$ cat src/rtl/controle_da_ula.sv
// nRISC ALU control: decodes ALUOp plus the instruction function fields into a registered 3-bit ALU select.
// Define ALU_ILLEGAL_CHECK_EN to enable z1/z2 checking and the illegal flag (otherwise illegal is tied low).
module controle_da_ula (
  input  logic       clk,
  input  logic       rst_n,
  input  logic [2:0] z1,
  input  logic [2:0] fv,
  input  logic [2:0] funct,
  input  logic [2:0] z2,
  input  logic [1:0] ALUOp,
  output logic [2:0] ALUcontrol,
  output logic       illegal
);

`ifdef ALU_ILLEGAL_CHECK_EN
  localparam bit CHECK_EN = 1'b1;
`else
  localparam bit CHECK_EN = 1'b0;
`endif

  localparam logic [2:0] OP_AND = 3'b000;
  localparam logic [2:0] OP_OR  = 3'b001;
  localparam logic [2:0] OP_ADD = 3'b010;
  localparam logic [2:0] OP_XOR = 3'b011;
  localparam logic [2:0] OP_NOR = 3'b100;
  localparam logic [2:0] OP_SHL = 3'b101;
  localparam logic [2:0] OP_SUB = 3'b110;
  localparam logic [2:0] OP_SLT = 3'b111;

  logic [2:0] next_ctrl;
  logic       next_illegal;

  always_comb begin
    next_ctrl    = OP_ADD;
    next_illegal = 1'b0;
    case (ALUOp)
      2'b00: next_ctrl = OP_ADD;
      2'b01: next_ctrl = OP_SUB;
      2'b10: begin
        case (funct)
          3'b000:  next_ctrl = OP_ADD;
          3'b001:  next_ctrl = OP_SUB;
          3'b010:  next_ctrl = OP_AND;
          3'b011:  next_ctrl = OP_OR;
          3'b100:  next_ctrl = OP_SLT;
          3'b101:  next_ctrl = OP_XOR;
          3'b110:  next_ctrl = OP_NOR;
          default: next_ctrl = OP_SHL;
        endcase
        // Malformed R-type falls back to ADD so the datapath stays benign.
        if (CHECK_EN && ((z1 != 3'b000) || (z2 != 3'b000))) begin
          next_ctrl    = OP_ADD;
          next_illegal = 1'b1;
        end
      end
      2'b11: begin
        case (fv)
          3'b000: next_ctrl = OP_ADD;
          3'b001: next_ctrl = OP_AND;
          3'b010: next_ctrl = OP_OR;
          3'b011: next_ctrl = OP_SLT;
          3'b100: next_ctrl = OP_XOR;
          3'b101: next_ctrl = OP_SHL;
          default: begin
            next_ctrl    = OP_ADD;
            next_illegal = CHECK_EN;
          end
        endcase
      end
      default: begin
        next_ctrl    = OP_ADD;
        next_illegal = CHECK_EN;
      end
    endcase
  end

  always_ff @(posedge clk or negedge rst_n) begin
    if (!rst_n) begin
      ALUcontrol <= OP_ADD;
      illegal    <= 1'b0;
    end else begin
      ALUcontrol <= next_ctrl;
      illegal    <= next_illegal;
    end
  end

endmodule

$ cat config.mk
export PLATFORM = sky130hd
export DESIGN_NAME = controle_da_ula
export DESIGN_NICKNAME = d
export VERILOG_FILES = /design/src/rtl/controle_da_ula.sv
export SDC_FILE = /design/constraint.sdc
export NUM_CORES = 1
export LEC_CHECK = 0
export ABC_AREA = 1
export CAP_MARGIN = 25
export CORE_AREA = 2 2 39 41
export DETAILED_ROUTE_END_ITERATION = 8
export DIE_AREA = 0 0 41 43
export GPL_TIMING_DRIVEN = 0
export PLACE_DENSITY = 0.59
export SYNTH_ARGS = -nofsm -noshare
export SYNTH_HDL_FRONTEND = slang
export SYNTH_SLANG_ARGS = --single-unit
export TNS_END_PERCENT = 50
$ cat constraint.sdc
create_clock -name clk -period 1.6 [get_ports clk]
set_clock_uncertainty 0.15 [all_clocks]
set_input_delay 0.4 -clock clk [delete_from_list [all_inputs] [get_ports clk]]
set_output_delay 0.4 -clock clk [all_outputs]
set_load 0.01 [all_outputs]
==> results of run 1 <==
## placed cells by master, fill, tap and decap left out
master and count:
nand2_1 12, clkdlybuf4s50_1 9, inv_1 7, nand3_1 4, clkbuf_4 3, dlygate4sd2_1 3
dfrtp_1 2, dfstp_2 1, nor2_2 1, o211ai_1 1, a21oi_2 1, nor3_1 1
a21oi_1 1, buf_4 1, conb_1 1, clkbuf_1 1
## routing by layer
| metal | part of all wire [%] | GRT usage, % |
|---|---|---|
| met1 | 37 | 6.11 |
| met2 | 50 | 8.75 |
| met5 | 0 | 0 |
| met4 | 4.2 | 13.3 |
| met3 | 8.2 | 1.57 |
## cells by family (layout without fill, tap and decap cells)
logic type      after synthesis  count (layout)  share of synthesized area (%)
simple gates                 18              18                           36.1
buf+inv                       8              24                           16.0
compound gates                3               3                           10.1
flops                         3               3                           36.1
other cells                   1               1                           1.77
## path summary, 6_finish.rpt
path                                from       endpoint  slack, ps
max                        ALUcontrol[1]  ALUcontrol[1]         70
max in group asynchronous          rst_n  ALUcontrol[1]        890
min in group clk                ALUOp[1]  ALUcontrol[0]        640
min                                rst_n  ALUcontrol[0]        190
## layout make-up
class / count / area, sq um
fillers: 154 / 1010
repair buffers: 12 / 116
multi-input cells: 22 / 101
flip-flops and latches: 3 / 76.3
clock buffers: 4 / 26.3
inverters: 7 / 26.3
well taps: 16 / 20.0
plain buffers: 1 / 7.51
## timing repair
| item | 4_1_cts | 5_1_grt |
|---|---|---|
| hold buffers | 0 | 0 |
| endpoints found under the setup margin | 3 | 0 |
| gates resized for setup | 3 | 0 |
## through the flow
step / std cells / setup WS, ps
6_report: 65 / 66.8
5_1_grt: 65 / 35.2
4_1_cts: 65 / 50.9
3_5_place_dp: 61 / 37.5
3_3_place_gp: 61 / 39.7
2_1_floorplan: 33 / 530
## power by group through the flow
| stage | clock network (W) | logic [W] | registers [W] |
|---|---|---|---|
| after floorplan | 0 | 0.0000224 | 0.0000899 |
| after global placement | 0 | 0.0000684 | 0.0000860 |
| after detailed placement | 0 | 0.0000693 | 0.0000862 |
| after CTS | 0.000141 | 0.0000651 | 0.0000850 |
| after global routing | 0.000151 | 0.0000712 | 0.0000852 |
| final | 0.000133 | 0.0000643 | 0.0000848 |
## cell usage after synthesis
cell type | count | area, sq um
conb_1 | 1 | 3.75
nand3_1 | 4 | 20.0
inv_1 | 7 | 26.3
nand2_1 | 12 | 45.0
buf_4 | 1 | 7.51
nor3_1 | 1 | 5.00
o211ai_1 | 1 | 7.51
nor2_2 | 1 | 6.26
dfrtp_1 | 2 | 50.1
a21oi_1 | 1 | 5.00
a21oi_2 | 1 | 8.76
dfstp_2 | 1 | 26.3
==> results.tsv, run 1 <==
stage	metric	value	unit
synth	Mean Syn Cell Area	6.41	sq um
clock_tree	postcts setup bufs	0	
clock_tree	CTS buffer count	3	
clock_tree	Clock Tree Buf Depth	2	
setup_path	WP data arrival	980	ps
timing	worst hold margin	195	ps
die	Die Wd	41	microns
synth	post-synthesis sequential area ratio	36.1	%
die	Initial Utilization	15.3	%
global_routing	number of global-route vias before repair	227	
power_and_ir_drop	Max VDD drop	0.163	mV
setup_path	CP bufs+invs	1	
clock_tree	H-tree Lvls	1	
synth	Synth Warn #	0	
placed_design	Buffers on Ports	12	
global_routing	first-pass GRT wire length	738	microns
timing	min cycle time layout	1530	ps
global_routing	largest net degree at the start of global routing	7	
timing	setup_tns	0	ps
layout	Largest Register	ALUcontrol	
power_and_ir_drop	Pwr Total	0.000283	W
setup_path	CP top delay family	flip-flops	
synth	Synth Instances	33	
setup_path	startpoint types	register	
placed_design	Placer Congestion	0.744	
timing	RSZ-0062 raised after global routing	no	
timing	FMAX	0.652	GHz
status	status	finished clean	
clock_tree	CTS tree	done	
layout	Largest regs	ALUcontrol (3)	
global_routing	GR Util All Layers	7.03	%
synth	Yosys cell types	12	
timing	endpoints failing setup	0	
layout	fin area	374	sq um
die	Ports	20	
global_routing	total gr overflow	0	
route	vias	242	
power_and_ir_drop	P_leak	0.197	nW
synth	flops & latches, synth	3	
placed_design	DP Area	352	sq um
layout	Final Util	27.0	%
timing	final period utilization	95.8	%
setup_path	CP Depth	1	
setup_path	slowest CP cell	dfstp_2	
power_and_ir_drop	combinational power share	22.8	%
die	Core Area	1380	sq um
route	initial DRC count	3	
clock_tree	clk root buf	clkbuf_4	
layout	Diodes inserted	0	
die	FP Rows	14	
placed_design	hpwl dp	375	microns
setup_path	crit-path cells	dlygate4sd2_1	
clock_tree	Clock Sinks	3	
layout	Synth-to-Final Area Change	76.9	%
power_and_ir_drop	Sw Share	24.7	%
hold_path	Worst Hold Class	in -> async	
layout	net count reported at finish	66	
synth	Mapped Area	211	sq um
route	mean routed wirelength per cell	6.94	microns
layout	max FFs per register	3	
route	DRC violations left	0	
route	remaining antenna violation count after routing	0	
global_routing	antenna violations before repair	0	
setup_path	Critical Path RT	1050	ps
setup_path	CP max stage delay	500	ps
setup_path	Crit. End Element	primary output	
timing	Max Slew Vio Count	0	
power_and_ir_drop	NetSw	0.0000697	W
power_and_ir_drop	pwr dens	755	nW/um^2
layout	share of layout cells above drive strength 1	14.3	%
die	Die Height	43	microns
power_and_ir_drop	Clock power frac	47.2	%
route	Via-to-Cell Ratio	3.72	
setup_path	critical path class	reg -> out	
die	Die Footprint	1760	sq um
timing	Fin. Hold Viols	0	
synth	Synth Net Count	49	
power_and_ir_drop	Seq pwr share	30.0	%
route	Pre-Repair DR Iteration Count	4	
power_and_ir_drop	Int Pwr	0.000213	W
route	Routed Wire Length	451	microns
clock_tree	Reg clk slew, reported paths	40	ps
setup_path	critical path peak fanout	1	
run	Max Cap Viol	0	
Note: power is estimated with default switching activity, not from simulation.
==> inputs of run 2 (changes only) <==
- CAP_MARGIN: 25 -> 40
==> results of run 2 <==
Same layout as run 1: the final DEF is identical, and so are final timing and power.
